**src/rtl/fade_sequencer_if.sv**
```systemverilog
// Handshake bundle between the fade sequencer and its controller / PWM generator.
// The master side drives the fade controls; the slave side (the sequencer) drives the PWM words.
interface fade_sequencer_if;
    logic        enable;
    logic [15:0] min_duty;
    logic [15:0] max_duty;
    logic [7:0]  step;
    logic [15:0] duty_cycle;
    logic [15:0] period;
    logic [2:0]  phase;
    logic        cycle_done;

    modport master (
        output enable, min_duty, max_duty, step,
        input  duty_cycle, period, phase, cycle_done
    );

    modport slave (
        input  enable, min_duty, max_duty, step,
        output duty_cycle, period, phase, cycle_done
    );
endinterface

```
**src/rtl/fade_sequencer.sv**
```systemverilog
// Breathing/fade duty generator feeding a PWM generator: linear ramp between latched limits with end holds.
// Optional build macro FADE_GAMMA_EN squares the duty curve (lin*lin/PERIOD) with one extra clock of latency.
module fade_sequencer #(
    parameter int CLK_FREQ   = 25_000_000,
    parameter int PWM_FREQ   = 1250,
    parameter int STEP_DIV   = 1000,
    parameter int HOLD_TICKS = 2500
) (
    input  logic            clk,
    input  logic            rst_n,
    fade_sequencer_if.slave bus
);
    localparam int          PERIOD     = CLK_FREQ / PWM_FREQ;
    localparam logic [15:0] PERIOD_W   = 16'(PERIOD);
    localparam int          PRE_W      = (STEP_DIV > 1) ? $clog2(STEP_DIV) : 1;
    localparam int          HOLD_W     = (HOLD_TICKS > 1) ? $clog2(HOLD_TICKS) : 1;
    localparam logic [PRE_W-1:0]  PRE_LAST  = PRE_W'(STEP_DIV - 1);
    localparam logic [HOLD_W-1:0] HOLD_LAST = HOLD_W'(HOLD_TICKS - 1);

    typedef enum logic [2:0] {
        IDLE      = 3'd0,
        RAMP_UP   = 3'd1,
        HOLD_HIGH = 3'd2,
        RAMP_DOWN = 3'd3,
        HOLD_LOW  = 3'd4
    } phase_t;

    phase_t            state_r;
    logic [PRE_W-1:0]  pre_r;
    logic [HOLD_W-1:0] hold_r;
    logic [15:0]       lin_r;
    logic [15:0]       hi_r;
    logic [15:0]       lo_r;
    logic              done_r;
    logic [15:0]       period_r;

    logic              tick_s;
    logic [16:0]       step_s;
    logic [16:0]       up_sum_s;
    logic [16:0]       lo_plus_s;
    logic [15:0]       hi_new_s;
    logic [15:0]       lo_new_s;

    // Step tick, effective step and clamped limits for the next latch point.
    always_comb begin
        tick_s    = 1'b0;
        step_s    = 17'd1;
        hi_new_s  = bus.max_duty;
        lo_new_s  = bus.min_duty;
        if (bus.enable && (state_r != IDLE) && (pre_r == PRE_LAST)) begin
            tick_s = 1'b1;
        end else begin
            tick_s = 1'b0;
        end
        if (bus.step == 8'd0) begin
            step_s = 17'd1;
        end else begin
            step_s = {9'd0, bus.step};
        end
        if (bus.max_duty > PERIOD_W) begin
            hi_new_s = PERIOD_W;
        end else begin
            hi_new_s = bus.max_duty;
        end
        if (bus.min_duty > hi_new_s) begin
            lo_new_s = hi_new_s;
        end else begin
            lo_new_s = bus.min_duty;
        end
        up_sum_s  = {1'b0, lin_r} + step_s;
        lo_plus_s = {1'b0, lo_r} + step_s;
    end

    // Step-rate prescaler; held at zero while idle or disabled so each run starts aligned.
    always_ff @(posedge clk or negedge rst_n) begin
        if (!rst_n) begin
            pre_r <= '0;
        end else if (!bus.enable || (state_r == IDLE) || tick_s) begin
            pre_r <= '0;
        end else begin
            pre_r <= pre_r + PRE_W'(1);
        end
    end

    // Fade state machine with the linear duty and cycle_done registered alongside it.
    always_ff @(posedge clk or negedge rst_n) begin
        if (!rst_n) begin
            state_r <= IDLE;
            hold_r  <= '0;
            lin_r   <= 16'd0;
            hi_r    <= 16'd0;
            lo_r    <= 16'd0;
            done_r  <= 1'b0;
        end else begin
            done_r <= 1'b0;
            if (!bus.enable) begin
                state_r <= IDLE;
                hold_r  <= '0;
                lin_r   <= 16'd0;
            end else begin
                case (state_r)
                    IDLE: begin
                        hi_r    <= hi_new_s;
                        lo_r    <= lo_new_s;
                        lin_r   <= lo_new_s;
                        state_r <= RAMP_UP;
                    end
                    RAMP_UP: begin
                        if (tick_s) begin
                            if (up_sum_s >= {1'b0, hi_r}) begin
                                lin_r   <= hi_r;
                                hold_r  <= '0;
                                state_r <= HOLD_HIGH;
                            end else begin
                                lin_r <= up_sum_s[15:0];
                            end
                        end
                    end
                    HOLD_HIGH: begin
                        if (tick_s) begin
                            if (hold_r == HOLD_LAST) begin
                                state_r <= RAMP_DOWN;
                            end else begin
                                hold_r <= hold_r + HOLD_W'(1);
                            end
                        end
                    end
                    RAMP_DOWN: begin
                        if (tick_s) begin
                            if ({1'b0, lin_r} <= lo_plus_s) begin
                                lin_r   <= lo_r;
                                hold_r  <= '0;
                                state_r <= HOLD_LOW;
                            end else begin
                                lin_r <= lin_r - step_s[15:0];
                            end
                        end
                    end
                    HOLD_LOW: begin
                        if (tick_s) begin
                            if (hold_r == HOLD_LAST) begin
                                hi_r    <= hi_new_s;
                                lo_r    <= lo_new_s;
                                lin_r   <= lo_new_s;
                                done_r  <= 1'b1;
                                state_r <= RAMP_UP;
                            end else begin
                                hold_r <= hold_r + HOLD_W'(1);
                            end
                        end
                    end
                    default: begin
                        state_r <= IDLE;
                        hold_r  <= '0;
                        lin_r   <= 16'd0;
                    end
                endcase
            end
        end
    end

    // Period word is a reset-loaded constant.
    always_ff @(posedge clk or negedge rst_n) begin
        if (!rst_n) begin
            period_r <= PERIOD_W;
        end else begin
            period_r <= period_r;
        end
    end

    assign bus.period = period_r;

`ifdef FADE_GAMMA_EN
    logic [15:0] gamma_r;
    logic [2:0]  phase_d_r;
    logic        done_d_r;

    // Squared duty curve; lin <= PERIOD so the quotient always fits 16 bits.
    always_ff @(posedge clk or negedge rst_n) begin
        if (!rst_n) begin
            gamma_r   <= 16'd0;
            phase_d_r <= 3'd0;
            done_d_r  <= 1'b0;
        end else begin
            gamma_r   <= 16'((32'(lin_r) * 32'(lin_r)) / 32'(PERIOD));
            phase_d_r <= state_r;
            done_d_r  <= done_r;
        end
    end

    assign bus.duty_cycle = gamma_r;
    assign bus.phase      = phase_d_r;
    assign bus.cycle_done = done_d_r;
`else
    assign bus.duty_cycle = lin_r;
    assign bus.phase      = state_r;
    assign bus.cycle_done = done_r;
`endif

endmodule
```
**src/flat_wrapper.sv**
```systemverilog
// flat-port wrapper written by rule: the top's interface ports become plain ports
module fade_sequencer_flat 
#(
    parameter int CLK_FREQ   = 25_000_000,
    parameter int PWM_FREQ   = 1250,
    parameter int STEP_DIV   = 1000,
    parameter int HOLD_TICKS = 2500
)
  (clk, rst_n, bus_enable, bus_min_duty, bus_max_duty, bus_step, bus_duty_cycle, bus_period, bus_phase, bus_cycle_done);
  fade_sequencer_if bus_i ();
  input  logic clk;
  input  logic rst_n;
  input wire logic [$bits(bus_i.enable)-1:0] bus_enable;
  input wire logic [$bits(bus_i.min_duty)-1:0] bus_min_duty;
  input wire logic [$bits(bus_i.max_duty)-1:0] bus_max_duty;
  input wire logic [$bits(bus_i.step)-1:0] bus_step;
  output wire logic [$bits(bus_i.duty_cycle)-1:0] bus_duty_cycle;
  output wire logic [$bits(bus_i.period)-1:0] bus_period;
  output wire logic [$bits(bus_i.phase)-1:0] bus_phase;
  output wire logic [$bits(bus_i.cycle_done)-1:0] bus_cycle_done;
  assign bus_i.enable = bus_enable;
  assign bus_i.min_duty = bus_min_duty;
  assign bus_i.max_duty = bus_max_duty;
  assign bus_i.step = bus_step;
  assign bus_duty_cycle = bus_i.duty_cycle;
  assign bus_period = bus_i.period;
  assign bus_phase = bus_i.phase;
  assign bus_cycle_done = bus_i.cycle_done;
  fade_sequencer #(.CLK_FREQ(CLK_FREQ), .PWM_FREQ(PWM_FREQ), .STEP_DIV(STEP_DIV), .HOLD_TICKS(HOLD_TICKS)) u_core (.clk(clk), .rst_n(rst_n), .bus(bus_i));
endmodule
```
**config.mk**
```make
export PLATFORM = sky130hd
export DESIGN_NAME = fade_sequencer_flat
export DESIGN_NICKNAME = d
export VERILOG_FILES = /design/src/rtl/fade_sequencer_if.sv /design/src/rtl/fade_sequencer.sv /design/src/flat_wrapper.sv
export SDC_FILE = /design/constraint.sdc
export NUM_CORES = 1
export LEC_CHECK = 0
export BUFFER_PORTS_ARGS = -buffer_cell sky130_fd_sc_hd__buf_4
export CAP_MARGIN = 20
export CORE_MARGIN = 4
export CORE_UTILIZATION = 45
export DETAILED_ROUTE_END_ITERATION = 16
export GPL_TIMING_DRIVEN = 0
export PLACE_DENSITY = 0.64
export REMOVE_ABC_BUFFERS = 1
export SLEW_MARGIN = 25
export SYNTH_ARGS = -nofsm -noshare
export SYNTH_HDL_FRONTEND = slang
export SYNTH_SLANG_ARGS = --single-unit
```
**constraint.sdc**
```tcl
create_clock -name clk -period 12.41 [get_ports clk]
set_clock_uncertainty 0.1 [all_clocks]
set_input_delay 1.241 -clock clk [delete_from_list [all_inputs] [get_ports clk]]
set_output_delay 1.241 -clock clk [all_outputs]
set_load 0.05 [all_outputs]
```
# Word-level counts from Yosys, hierarchy flattened
# Index checks and enable logic that the tools add are counted.
# word_totals
reg_bits,74
in_bits,43
word_cells,89
# classes
add_sub_neg,5
magnitude_cmp,4
n_eq_ne,20
mux,39
n_reduce_logical,14
# op_table
op,n
$mux W16,11
$mux W12,7
$pmux W16 S5,1
$pmux W16 S2,2
$pmux W12 S4,1
$add A16 B8 Y17,2
$mux W3,9
$ne A3 B2 Y1 const B,9
$ge A17 B16 Y1,1
$le A16 B17 Y1,1
$gt A16 B15 Y1 const B,1
$gt A16 B16 Y1,1
$sub A16 B16 Y16,1
$pmux W3 S5,1
$add A12 B1 Y12 const B,1
$eq A12 B12 Y1 const B,1
$add A10 B1 Y10 const B,1
$eq A10 B10 Y1 const B,1
$mux W10,1
$logic_not A8 Y1,1
$mux W8,1
$reduce_and A8 Y1,1
$reduce_and A7 Y1,1
$eq A3 B2 Y1 const B,2
other kinds (15),23

# Depth between registers and ports, before layout
# depth
ltp_word,8
ltp_mapped,22
ltp_nobuf,21

# Worst setup path after synthesis
# OpenSTA, ideal clock, no wires.
# synth_timing
kind,input-to-reg
startpoint,input bus_step[5]
endpoint,"register u_core.lin_r[3], in the netlist u_core.bus.duty_cycle[3]"
setup_ns,0.126
arrival_time_ns,5.286
required_ns,12.184
setup_slack_ns,6.898
stages,22
n_path_buf,1
path_cell_list,nor4_1 a41o_1 ha_1 inv_1 fa_1 nor2b_1 o2111ai_1 and3b_1 nor2_1 nand2_1 nor2_1 nand3_1 xor2_1 ha_1 a21o_1 a211o_1 a2111oi_0 nor3_1 buf_2 mux2i_1 nor2_1 a221o_1
# synth_via
elab_chain_cells,8
elab_cells_between_ends,13
# synth_lines
item,line_no,rtl
from (decl),flat_wrapper.sv:16,input wire logic [$bits(bus_i.step)-1:0] bus_step;
$logic_not A8 Y1,fade_sequencer.sv:55,if (bus.step == 8'd0) begin
$mux W8 (*),fade_sequencer.sv:55,
$add A16 B8 Y17 (on tied branches),"fade_sequencer.sv:71, fade_sequencer.sv:70",
$le A16 B17 Y1 or $ge A17 B16 Y1 (tied branches),"fade_sequencer.sv:130, fade_sequencer.sv:110",
$mux W16 (on tied branches),"fade_sequencer.sv:130, fade_sequencer.sv:110",
$mux W16 (on tied branches),"fade_sequencer.sv:129, fade_sequencer.sv:109",
$pmux W16 S5 (*),fade_sequencer.sv:101,case (state_r)
$mux W16 (*),fade_sequencer.sv:96,if (!bus.enable) begin
to (signal assigned),fade_sequencer.sv:105,lin_r <= lo_new_s;
to (signal assigned),fade_sequencer.sv:131,lin_r <= lo_r;
to (signal assigned),fade_sequencer.sv:135,lin_r <= lin_r - step_s[15:0];
to (decl),fade_sequencer.sv:31,logic [15:0] lin_r;
# Every way passes the cells marked *; elsewhere a longest branch is shown, timed or not. The select of a mux whose other input is x is not followed.
# A chain may end at the register's enable or synchronous reset.

# Final worst setup path
# layout_timing
startpoint,input bus_step[5]
endpoint,"register u_core.lin_r[0], in the netlist u_core.bus.duty_cycle[0]"
# The elaborated chain is that of the path after synthesis.

==> impl_metrics.csv <==
group,metric,value,unit
clock_network,hold_buffers,0,
timing,drv_slew,0,
timing,fmax,160.2,MHz
power,p_leak,3.568,nW
global_routing,grt_max_degree,75,
timing,hold_ws,0.3767,ns
clock_network,post_cts_resized,0,
clock_network,clock_latency,0.34,ns
placement,hpwl,13520,microns
detailed_routing,viasPerCell,5.676,
clock_network,cts_setup_buffers,0,
critical_path,critPathKind,"primary input to flop",
timing,period_minus_slack,6.244,ns
min_path,min_from,"u_core.hold_r[11]",
critical_path,slowest_delay,0.54,ns
critical_path,r2r_cells,22,
synth,synth_largest_area_cell,"dfrtp_1",
critical_path,crit_required,12.54,ns
global_routing,antenna_found_initial,0,
timing,worstMarginPinSlew,0.9177,ns
synth,synth_edf_count,0,
synth,synthTopCellsByArea,"dfrtp_1, ha_1, nand2_1",
detailed_routing,ant_nets,0,
floorplan,num_io_pins,79,
clock_network,clock-sinks,74,
timing,hold_violations,0,
critical_path,timing.rr.start,"u_core.lo_r[0]",
clock_network,cts_buffer_depth,2,
finish,mostFrequentLayoutCells,"nand2_1, ha_1, dfrtp_1",
critical_path,timing.reg2reg.setup_slack,7.36,ns
detailed_routing,avgRoutedWirePerCell,16.94,microns
critical_path,crit_buf_inv,5,
global_routing,globalRouteTotalUtil,20.76,%
critical_path,crit_arrival,6.37,ns
finish,drive_gt1_share,14.10,%
finish,areaGrowthSynthToFinish,12.42,%
synth,synth_cell_types,70,
min_path,hold_end,"u_core.hold_r[11]",
synth,synth_top_flop_cell,"dfrtp_1",
timing,min_period_over_period,50.31,%
critical_path,worstPathMaxFanout,8,
placement,place_area,7360,sq um
synth,yosys_register_bits,74,
critical_path,cpMaxStageDelayCell,"a2111oi_0",
synth,synth_top_area_share,27.15,%
power,power.density,130.1,nW/um^2
synth,syn_area_per_cell,8.380,sq um
floorplan,coreArea,14700,sq um
detailed_routing,first_pass_iters,5,
timing,setup_tns,0,ns
finish,antenna_cells,0,
timing,setup_violations,0,
critical_path,path_delay_family,"compound AO/OA/AOI/OAI gates",
critical_path,r2r-end,"u_core.bus.duty_cycle[0]",
clock_network,tritoncts,"yes",
floorplan,fp-row-count,44,
floorplan,die_area,17190,sq um
global_routing,grt_pass1_vias,5580,
finish,utilization,52.17,%
floorplan,die_w,131.1,microns
floorplan,start_util,46.41,%
power,power,0.0009975,W
critical_path,setup.worst_path.end_class,"flop",
synth,synthArstFlopShare,100.0,%
synth,netlist_instances,814,
detailed_routing,wirelength,17650,microns
synth,synth_area,6822,sq um
timing,rsz0062_at_grt,"false",
min_path,hold_depth,1,
finish,final_area,7669,sq um
detailed_routing,drtIter0Drc,334,
detailed_routing,drc_errors,0,
global_routing,grt_overflow,0,
critical_path,worst_setup_path_start_kind,"primary input",
placement,gp_congestion,0.8687,
placement,portBuffers,62,
finish,finalNetCount,973,
synth,ys_seq_area_share,27.15,%
global_routing,grt_pass1_wl,29080,microns
clock_network,h-tree-depth,3,
power,peakVddDrop,0.00007439,V
clock_network,clk_pin_slew,0.06,ns
clock_network,clockRootBuffer,"clkbuf_16",
floorplan,die_h,131.1,microns
min_path,worstHoldPathType,"flop to flop",
clock_network,cts-buffers-inserted,9,
synth,yosysWarnings,0,
detailed_routing,vias,5914,
timing,slew_headroom,38.82,%
run_status,status,"finished, final reports clean",
critical_path,crit_cells,25,
finish,final_common_cell,"nand2_1",
job,drv_cap,0,
critical_path,crit_top_cell,"nor2_1",
[sequential cells by signal (all words and copies together), names as in the netlist]
name and cells:
u_core.bus.duty_cycle 16, u_core.hi_r 16, u_core.lo_r 16, u_core.hold_r 12
u_core.pre_r 10, u_core.bus.phase 3, u_core.bus.cycle_done 1
[worst reg2reg max path, stage by stage (launching register included)]
cell and delay, ns:
dfrtp_1 0.41, ha_1 0.20, inv_1 0.06, fa_1 0.40
nor2b_1 0.16, o2111ai_1 0.14, and3b_1 0.22, nor2_1 0.27
nand2_1 0.09, nor2_1 0.16, nand3_1 0.11, xor2_1 0.16
ha_1 0.32, a21o_1 0.17, a211o_1 0.29, a2111oi_0 0.54
nor3_2 0.15, buf_4 0.22, buf_6 0.16, buf_6 0.14
mux2i_1 0.14, nor2_1 0.06, a221o_1 0.27
[worst max path at each step]
stage / from / end / slack [ns]
final: bus_step[5] / u_core.bus.duty_cycle[0] / 6.17
after global routing: bus_step[5] / u_core.bus.duty_cycle[0] / 5.89
after CTS: bus_step[5] / u_core.bus.duty_cycle[0] / 6.23
after detailed placement: bus_step[5] / u_core.bus.duty_cycle[0] / 5.88
after global placement: bus_step[5] / u_core.bus.duty_cycle[3] / 4.12
after floorplan: bus_step[5] / u_core.bus.duty_cycle[0] / 5.90
[cell families after synthesis]
group	share of synthesized area [%]
AND/OR/NAND/NOR	19.09
AO/OA/AOI/OAI	18.47
buffers and inverters	7.630
adder cells (fa/ha/maj)	14.60
flip-flops	27.15
XOR/XNOR	6.163
multiplexers	6.786
other	0.1101
[synthesized netlist by cell type (all sizes together), types with 5 or more instances]
cell type and instances:
o22ai 7, xor2 21, ha 74, nand4 10, or2 5, nor2b 10
mux2 18, o21ai 66, a211oi 5, a31oi 11, a21oi 38, o21a 7
mux2i 26, clkbuf 23, a21o 6, dfrtp 74, xnor2 27, a22oi 7
and3 11, nor3 10, a221o 6, nand2b 13, nand3 29, or4 6
inv 56, o211ai 14, nand2 89, buf 31, nor2 60
[metrics by stage]
step	instances	worst slack, ns
2_1_floorplan	775	5.901
3_3_place_gp	1021	4.122
3_5_place_dp	1026	5.879
4_1_cts	1042	6.233
5_1_grt	1042	5.893
6_report	1042	6.166
[layer usage]
layer | track usage [%] | part of all wire, % | vias to the layer above
li1 | - | - | 2936
met1 | 29.03 | 46 | 2769
met2 | 32.75 | 46 | 186
met3 | 3.249 | 5.7 | 23
met4 | 7.585 | 2.1 | 0
met5 | 0 | 0 | -
[layout make-up]
| class | instances | area [sq um] |
|---|---|---|
| clock buffer | 12 | 256.5 |
| clock inverter | 4 | 48.80 |
| fill | 1407 | 7030 |
| inverter | 56 | 210.2 |
| multi-input combinational | 645 | 4529 |
| sequential | 74 | 1852 |
| tap | 184 | 230.2 |
| timing repair buffer | 67 | 541.8 |
[where the power goes]
group / switching [W] / internal [W]
clock network: 0.000104 / 0.000167
registers: 0.0000372 / 0.000264
logic: 0.000246 / 0.000181
total: 0.000387 / 0.000611
(Power assumes the default switching activity.)
